[config.mk]
export PLATFORM = sky130hd
export DESIGN_NAME = axi4_lite_cmd_master_flat
export DESIGN_NICKNAME = d
export VERILOG_FILES = /design/src/rtl/axi4_lite_cmd_master_if.sv /design/src/rtl/axi4_lite_cmd_master.sv /design/src/flat_wrapper.sv
export SDC_FILE = /design/constraint.sdc
export NUM_CORES = 1
export LEC_CHECK = 0
export BUFFER_PORTS_ARGS = -buffer_cell sky130_fd_sc_hd__buf_2
export CORE_ASPECT_RATIO = 1.1
export CORE_UTILIZATION = 31
export DETAILED_ROUTE_END_ITERATION = 6
export GPL_TIMING_DRIVEN = 0
export HOLD_SLACK_MARGIN = 0.05
export PLACE_DENSITY_LB_ADDON = 0.05
export SYNTH_ARGS = -nofsm -noshare
export SYNTH_HDL_FRONTEND = slang
export SYNTH_SLANG_ARGS = --single-unit
[constraint.sdc]
create_clock -name clk -period 9.4 [get_ports clk]
set_input_delay 0.94 -clock clk [delete_from_list [all_inputs] [get_ports clk]]
set_output_delay 0.94 -clock clk [all_outputs]
set_load 0.05 [all_outputs]
[src/rtl/axi4_lite_cmd_master_if.sv]
// AXI4-Lite bus bundle shared by the command master and its register slave.
// Every channel transfers on a rising clk edge where its valid and ready are both high;
// a source holds valid and payload stable until that edge and never waits for ready first.
interface ifc_axi4_lite #(
  parameter int ADDR_W = 32,
  parameter int DATA_W = 32
);
  logic [ADDR_W-1:0]   awaddr;
  logic [2:0]          awprot;
  logic                awvalid;
  logic                awready;
  logic [DATA_W-1:0]   wdata;
  logic [DATA_W/8-1:0] wstrb;
  logic                wvalid;
  logic                wready;
  logic [1:0]          bresp;
  logic                bvalid;
  logic                bready;
  logic [ADDR_W-1:0]   araddr;
  logic [2:0]          arprot;
  logic                arvalid;
  logic                arready;
  logic [DATA_W-1:0]   rdata;
  logic [1:0]          rresp;
  logic                rvalid;
  logic                rready;

  modport master (
    output awaddr, awprot, awvalid, input awready,
    output wdata, wstrb, wvalid, input wready,
    input bresp, bvalid, output bready,
    output araddr, arprot, arvalid, input arready,
    input rdata, rresp, rvalid, output rready
  );

  modport slave (
    input awaddr, awprot, awvalid, output awready,
    input wdata, wstrb, wvalid, output wready,
    output bresp, bvalid, input bready,
    input araddr, arprot, arvalid, output arready,
    output rdata, rresp, rvalid, input rready
  );
endinterface

[src/rtl/axi4_lite_cmd_master.sv]
// Single-outstanding command to AXI4-Lite master: one read or write per command,
// one response per command, optional bus-wait timeout for debug recovery.
module axi4_lite_cmd_master #(
  parameter int AXI_ADDR_WIDTH = 32,
  parameter int AXI_DATA_WIDTH = 32,
  parameter int TIMEOUT_CYCLES = 256
) (
  input  logic                        clk,
  input  logic                        rst,
  ifc_axi4_lite.master                if_axi,
  input  logic                        i_cmd_valid,
  output logic                        o_cmd_ready,
  input  logic                        i_cmd_write,
  input  logic [AXI_ADDR_WIDTH-1:0]   i_cmd_addr,
  input  logic [AXI_DATA_WIDTH-1:0]   i_cmd_wdata,
  input  logic [AXI_DATA_WIDTH/8-1:0] i_cmd_wstrb,
  output logic                        o_rsp_valid,
  input  logic                        i_rsp_ready,
  output logic [AXI_DATA_WIDTH-1:0]   o_rsp_rdata,
  output logic [1:0]                  o_rsp_resp,
  output logic                        o_rsp_timeout,
  output logic                        o_busy,
  output logic [2:0]                  dbg_state
);

  typedef enum logic [2:0] {
    IDLE         = 3'd0,
    WR_ADDR_DATA = 3'd1,
    WR_RESP      = 3'd2,
    RD_ADDR      = 3'd3,
    RD_DATA      = 3'd4,
    RSP          = 3'd5
  } state_t;

  localparam int CW = (TIMEOUT_CYCLES < 2) ? 1 : $clog2(TIMEOUT_CYCLES + 1);
  localparam logic [CW-1:0] TO_LAST = CW'((TIMEOUT_CYCLES > 0) ? TIMEOUT_CYCLES - 1 : 0);

  state_t        state;
  logic [CW-1:0] cnt;
  logic          aw_hs, w_hs, b_hs, ar_hs, r_hs;
  logic          in_bus, leave, timeout_hit, abort;
  logic [CW-1:0] cnt_inc;

  assign aw_hs = if_axi.awvalid && if_axi.awready;
  assign w_hs  = if_axi.wvalid  && if_axi.wready;
  assign b_hs  = if_axi.bvalid  && if_axi.bready;
  assign ar_hs = if_axi.arvalid && if_axi.arready;
  assign r_hs  = if_axi.rvalid  && if_axi.rready;

  assign in_bus = (state == WR_ADDR_DATA) || (state == WR_RESP) ||
                  (state == RD_ADDR) || (state == RD_DATA);

  // A channel whose valid is already low has completed its handshake.
  always_comb begin
    leave = 1'b0;
    case (state)
      WR_ADDR_DATA: leave = (!if_axi.awvalid || aw_hs) && (!if_axi.wvalid || w_hs);
      WR_RESP:      leave = b_hs;
      RD_ADDR:      leave = ar_hs;
      RD_DATA:      leave = r_hs;
      default:      leave = 1'b0;
    endcase
  end

  assign timeout_hit = (TIMEOUT_CYCLES != 0) && (cnt == TO_LAST);
  assign abort       = in_bus && timeout_hit && !leave;
  assign cnt_inc     = (cnt == {CW{1'b1}}) ? cnt : cnt + 1'b1;

  assign o_busy    = (state != IDLE);
  assign dbg_state = state;

  always_ff @(posedge clk or posedge rst) begin
    if (rst) begin
      state          <= IDLE;
      cnt            <= '0;
      o_cmd_ready    <= 1'b1;
      o_rsp_valid    <= 1'b0;
      o_rsp_rdata    <= '0;
      o_rsp_resp     <= 2'b00;
      o_rsp_timeout  <= 1'b0;
      if_axi.awaddr  <= '0;
      if_axi.awprot  <= 3'b000;
      if_axi.awvalid <= 1'b0;
      if_axi.wdata   <= '0;
      if_axi.wstrb   <= '0;
      if_axi.wvalid  <= 1'b0;
      if_axi.bready  <= 1'b0;
      if_axi.araddr  <= '0;
      if_axi.arprot  <= 3'b000;
      if_axi.arvalid <= 1'b0;
      if_axi.rready  <= 1'b0;
    end else if (abort) begin
      // Slave is assumed wedged; it needs a reset before the next command.
      if_axi.awvalid <= 1'b0;
      if_axi.wvalid  <= 1'b0;
      if_axi.arvalid <= 1'b0;
      if_axi.bready  <= 1'b0;
      if_axi.rready  <= 1'b0;
      o_rsp_resp     <= 2'b10;
      o_rsp_timeout  <= 1'b1;
      o_rsp_rdata    <= '0;
      o_rsp_valid    <= 1'b1;
      state          <= RSP;
    end else begin
      case (state)
        IDLE: begin
          if (i_cmd_valid && o_cmd_ready) begin
            o_cmd_ready <= 1'b0;
            cnt         <= '0;
            if (i_cmd_write) begin
              if_axi.awaddr  <= i_cmd_addr;
              if_axi.wdata   <= i_cmd_wdata;
              if_axi.wstrb   <= i_cmd_wstrb;
              if_axi.awvalid <= 1'b1;
              if_axi.wvalid  <= 1'b1;
              state          <= WR_ADDR_DATA;
            end else begin
              if_axi.araddr  <= i_cmd_addr;
              if_axi.arvalid <= 1'b1;
              state          <= RD_ADDR;
            end
          end
        end
        WR_ADDR_DATA: begin
          if (aw_hs) if_axi.awvalid <= 1'b0;
          if (w_hs)  if_axi.wvalid  <= 1'b0;
          if (leave) begin
            if_axi.bready <= 1'b1;
            cnt           <= '0;
            state         <= WR_RESP;
          end else begin
            cnt <= cnt_inc;
          end
        end
        WR_RESP: begin
          if (b_hs) begin
            if_axi.bready <= 1'b0;
            o_rsp_resp    <= if_axi.bresp;
            o_rsp_rdata   <= '0;
            o_rsp_timeout <= 1'b0;
            o_rsp_valid   <= 1'b1;
            state         <= RSP;
          end else begin
            cnt <= cnt_inc;
          end
        end
        RD_ADDR: begin
          if (ar_hs) begin
            if_axi.arvalid <= 1'b0;
            if_axi.rready  <= 1'b1;
            cnt            <= '0;
            state          <= RD_DATA;
          end else begin
            cnt <= cnt_inc;
          end
        end
        RD_DATA: begin
          if (r_hs) begin
            if_axi.rready <= 1'b0;
            o_rsp_resp    <= if_axi.rresp;
            o_rsp_rdata   <= if_axi.rdata;
            o_rsp_timeout <= 1'b0;
            o_rsp_valid   <= 1'b1;
            state         <= RSP;
          end else begin
            cnt <= cnt_inc;
          end
        end
        RSP: begin
          if (i_rsp_ready) begin
            o_rsp_valid <= 1'b0;
            o_cmd_ready <= 1'b1;
            state       <= IDLE;
          end
        end
        default: state <= IDLE;
      endcase
    end
  end

endmodule

[src/flat_wrapper.sv]
// flat-port wrapper written by rule: the top's interface ports become plain ports
module axi4_lite_cmd_master_flat 
#(
  parameter int AXI_ADDR_WIDTH = 32,
  parameter int AXI_DATA_WIDTH = 32,
  parameter int TIMEOUT_CYCLES = 256
)
  (clk, rst, i_cmd_valid, o_cmd_ready, i_cmd_write, i_cmd_addr, i_cmd_wdata, i_cmd_wstrb, o_rsp_valid, i_rsp_ready, o_rsp_rdata, o_rsp_resp, o_rsp_timeout, o_busy, dbg_state, if_axi_awaddr, if_axi_awprot, if_axi_awvalid, if_axi_awready, if_axi_wdata, if_axi_wstrb, if_axi_wvalid, if_axi_wready, if_axi_bresp, if_axi_bvalid, if_axi_bready, if_axi_araddr, if_axi_arprot, if_axi_arvalid, if_axi_arready, if_axi_rdata, if_axi_rresp, if_axi_rvalid, if_axi_rready);
  ifc_axi4_lite #(.ADDR_W((32)), .DATA_W((32))) if_axi_i ();
  input  logic clk;
  input  logic rst;
  input  logic i_cmd_valid;
  output logic o_cmd_ready;
  input  logic i_cmd_write;
  input  logic [AXI_ADDR_WIDTH-1:0] i_cmd_addr;
  input  logic [AXI_DATA_WIDTH-1:0] i_cmd_wdata;
  input  logic [AXI_DATA_WIDTH/8-1:0] i_cmd_wstrb;
  output logic o_rsp_valid;
  input  logic i_rsp_ready;
  output logic [AXI_DATA_WIDTH-1:0] o_rsp_rdata;
  output logic [1:0] o_rsp_resp;
  output logic o_rsp_timeout;
  output logic o_busy;
  output logic [2:0] dbg_state;
  output wire logic [$bits(if_axi_i.awaddr)-1:0] if_axi_awaddr;
  output wire logic [$bits(if_axi_i.awprot)-1:0] if_axi_awprot;
  output wire logic [$bits(if_axi_i.awvalid)-1:0] if_axi_awvalid;
  input wire logic [$bits(if_axi_i.awready)-1:0] if_axi_awready;
  output wire logic [$bits(if_axi_i.wdata)-1:0] if_axi_wdata;
  output wire logic [$bits(if_axi_i.wstrb)-1:0] if_axi_wstrb;
  output wire logic [$bits(if_axi_i.wvalid)-1:0] if_axi_wvalid;
  input wire logic [$bits(if_axi_i.wready)-1:0] if_axi_wready;
  input wire logic [$bits(if_axi_i.bresp)-1:0] if_axi_bresp;
  input wire logic [$bits(if_axi_i.bvalid)-1:0] if_axi_bvalid;
  output wire logic [$bits(if_axi_i.bready)-1:0] if_axi_bready;
  output wire logic [$bits(if_axi_i.araddr)-1:0] if_axi_araddr;
  output wire logic [$bits(if_axi_i.arprot)-1:0] if_axi_arprot;
  output wire logic [$bits(if_axi_i.arvalid)-1:0] if_axi_arvalid;
  input wire logic [$bits(if_axi_i.arready)-1:0] if_axi_arready;
  input wire logic [$bits(if_axi_i.rdata)-1:0] if_axi_rdata;
  input wire logic [$bits(if_axi_i.rresp)-1:0] if_axi_rresp;
  input wire logic [$bits(if_axi_i.rvalid)-1:0] if_axi_rvalid;
  output wire logic [$bits(if_axi_i.rready)-1:0] if_axi_rready;
  assign if_axi_awaddr = if_axi_i.awaddr;
  assign if_axi_awprot = if_axi_i.awprot;
  assign if_axi_awvalid = if_axi_i.awvalid;
  assign if_axi_i.awready = if_axi_awready;
  assign if_axi_wdata = if_axi_i.wdata;
  assign if_axi_wstrb = if_axi_i.wstrb;
  assign if_axi_wvalid = if_axi_i.wvalid;
  assign if_axi_i.wready = if_axi_wready;
  assign if_axi_i.bresp = if_axi_bresp;
  assign if_axi_i.bvalid = if_axi_bvalid;
  assign if_axi_bready = if_axi_i.bready;
  assign if_axi_araddr = if_axi_i.araddr;
  assign if_axi_arprot = if_axi_i.arprot;
  assign if_axi_arvalid = if_axi_i.arvalid;
  assign if_axi_i.arready = if_axi_arready;
  assign if_axi_i.rdata = if_axi_rdata;
  assign if_axi_i.rresp = if_axi_rresp;
  assign if_axi_i.rvalid = if_axi_rvalid;
  assign if_axi_rready = if_axi_i.rready;
  axi4_lite_cmd_master #(.AXI_ADDR_WIDTH(AXI_ADDR_WIDTH), .AXI_DATA_WIDTH(AXI_DATA_WIDTH), .TIMEOUT_CYCLES(TIMEOUT_CYCLES)) u_core (.clk(clk), .rst(rst), .if_axi(if_axi_i), .i_cmd_valid(i_cmd_valid), .o_cmd_ready(o_cmd_ready), .i_cmd_write(i_cmd_write), .i_cmd_addr(i_cmd_addr), .i_cmd_wdata(i_cmd_wdata), .i_cmd_wstrb(i_cmd_wstrb), .o_rsp_valid(o_rsp_valid), .i_rsp_ready(i_rsp_ready), .o_rsp_rdata(o_rsp_rdata), .o_rsp_resp(o_rsp_resp), .o_rsp_timeout(o_rsp_timeout), .o_busy(o_busy), .dbg_state(dbg_state));
endmodule
==> flow_summary.yaml <==
outcome:
  outcome: "complete, no violations"
timing:
  slew_headroom: 0.540
  rsz0062_at_grt: "false"
  hold_ws_ns: 0.491
  setup_violations: 0
  slew_viol_final: 0
  post-route-period-util: 0.299
  worst_pin_slew_ns: 0.690
  period_minus_slack_ns: 2.81
  fmax_mhz: 356
  fin_setup_tns_ns: 0
  finalHoldViolCount: 0
  fin_worst_skew_ns: 0.00817
  fin_ws_ns: 6.59
clock_network:
  cts_tree: "done"
  htree_num_levels: 4
  clock-sinks: 154
  cts_max_path_buffers: 2
  cts_root_buf: "clkbuf_16"
  clock_latency_ns: 0.42
  cts_resized: 0
  clkTransAtPathRegs_ns: 0.06
  numCtsBuffers: 17
  post_cts_buffers: 0
  hold_buffers: 0
placement:
  gp_congestion: 0.785
  dp.cells: 974
  dp_slack_ns: 6.74
  io_buffers: 259
  hpwlAfterDp_microns: 12300
logic_synthesis:
  synth_area_leaders: "dfrtp_1, mux2_2, a22o_1"
  ys_seq_area_frac: 0.616
  syn_area_per_cell_sq_um: 13.7
  synth.cell_area_sq_um: 6260
  synthCells: 457
  async_flop_share: 1.00
  synth_edf_count: 0
  synth_ff_type: "dfrtp_1"
  synth_area_leader_cell: "dfrtp_1"
  yosys.area.top_type_share: 0.612
  synth_seq_cells: 154
  synth.distinct_cells: 45
  ys_warn_count: 6
drt:
  num_vias: 4772
  first_pass_iters: 4
  post_drt_wl_per_cell_microns: 16.4
  via_per_inst: 4.73
  drc_errors: 0
  antenna_left: 0
  drt-initial-drc-count: 155
  wl_microns: 16600
die:
  start_util: 0.316
  core_sq_um: 19800
  pin_count: 266
  placementRows: 54
  die_w_microns: 138
  die_area_sq_um: 20800
  die_h_microns: 151
critical_path:
  crit_chain: "clkbuf_1 -> nor3_1 -> inv_1 -> buf_2"
  slowest_stage: "nor3_1"
  reg2reg_slack_ns: 6.90
  path_class: "flip-flop to output pin"
  critPathArrivalTime_ns: 1.87
  critPathMaxStageDelay_ns: 0.43
  end_kind: "output pin"
  path_max_fanout: 10
  required_ns: 8.46
  start_kind: "flip-flop"
power_and_ir_drop:
  power.leakage_uw: 0.00483
  power_uw: 1420
  ir_drop_mv: 0.122
  power.density_nw_per_um2: 167
global_routing:
  gr-total-overflow: 0
  grt_pass1_wl_microns: 25400
  antenna_found_initial: 1
  track_usage: 0.162
  grt_pass1_vias: 4866
  grt_start_max_net_pins: 94
finish:
  num-nets-final: 856
  area_growth_pct: 36.4
  layout_commonest_cell: "buf_2"
  instances_no_fill: 1008
  final_layout_size_suffix_gt1_frac: 0.550
  layout_common_cells: "buf_2, dfrtp_1, mux2_2, a22o_1, nand2_1"
worst_hold_path:
  hold_class: "flip-flop to flip-flop"
run:
  maxCapViolCount: 0
==> sequential cells by signal, summed over array words and instances (netlist names), 2 cells and up <==
signal and cells:
u_core.if_axi.araddr 32, u_core.if_axi.awaddr 32, u_core.if_axi.wdata 32, u_core.o_rsp_rdata 32, u_core.cnt 9, u_core.if_axi.wstrb 4
u_core.dbg_state 3, u_core.o_rsp_resp 2
==> metal layers <==
metal	global-route usage	routed length (microns)	share of wire
met5	0	0	0
met4	0.0654	338	0.020
met3	0.0676	1470	0.088
met2	0.258	8160	0.49
met1	0.192	6610	0.40
==> where the power goes <==
part	switching (uW)	total, uW	internal (uW)
Combinational	28.0	48.5	20.5
Clock	282	711	429
Sequential	0	663	663
Total	310	1420	1110
==> per-stage QoR <==
step	area (sq um)	util
floorplan	6280	-
global placement	7890	0.399
detailed placement	7920	0.400
CTS	8530	0.431
global route	8530	0.431
finish	8540	0.431
==> final timing paths <==
check,cells past startpoint,end,startpoint
worst min-delay path,2,u_core.o_rsp_resp[1],u_core.o_rsp_resp[1]
worst min register to register,2,u_core.o_rsp_resp[1],u_core.o_rsp_resp[1]
min in group asynchronous,2,u_core.if_axi.wdata[17],rst
max in group asynchronous,3,u_core.o_cmd_ready,rst
worst max-delay path,4,o_busy,u_core.dbg_state[1]
worst max register to register,6,u_core.if_axi.araddr[3],u_core.dbg_state[1]
==> synthesized netlist by cell type, drive strengths merged, types with 2 or more instances <==
library cell,instances
a21o,4
a21oi,16
a22o,32
a31oi,8
and3,6
and4,2
buf,15
clkbuf,14
dfrtp,153
inv,8
mux2,101
mux2i,3
nand2,25
nand2b,5
nand3,11
nand4,3
nor2,13
nor2b,2
nor3,7
o211ai,2
o21ai,8
==> cells by family after synthesis <==
kind of cell	count (synthesis)	synth area share
AOI/OAI and AO/OA	79	0.0955
and+or+nand+nor	81	0.0681
adders and majority gates	1	0.00200
muxes	104	0.186
other	1	0.000599
DFF	154	0.616
buffers and inverters	37	0.0316
==> critical path: cells and delay by family (launching register included) <==
| kind | cells | cell delay [ns] |
|---|---|---|
| flip-flops | 1 | 0.42 |
| buffers and inverters | 3 | 0.60 |
| AND/OR/NAND/NOR | 1 | 0.43 |
==> layout make-up <==
cell class	instances	area, sq um
clock buffers	20	447
clock inverters	12	163
plain buffers	29	168
fillers	1922	11300
flip-flops and latches	154	3850
diodes	2	5.00
well taps	252	315
multi-input cells	271	2230
inverters	8	35.0
repair buffers	260	1320
Note: power is estimated with default switching activity, not from simulation.
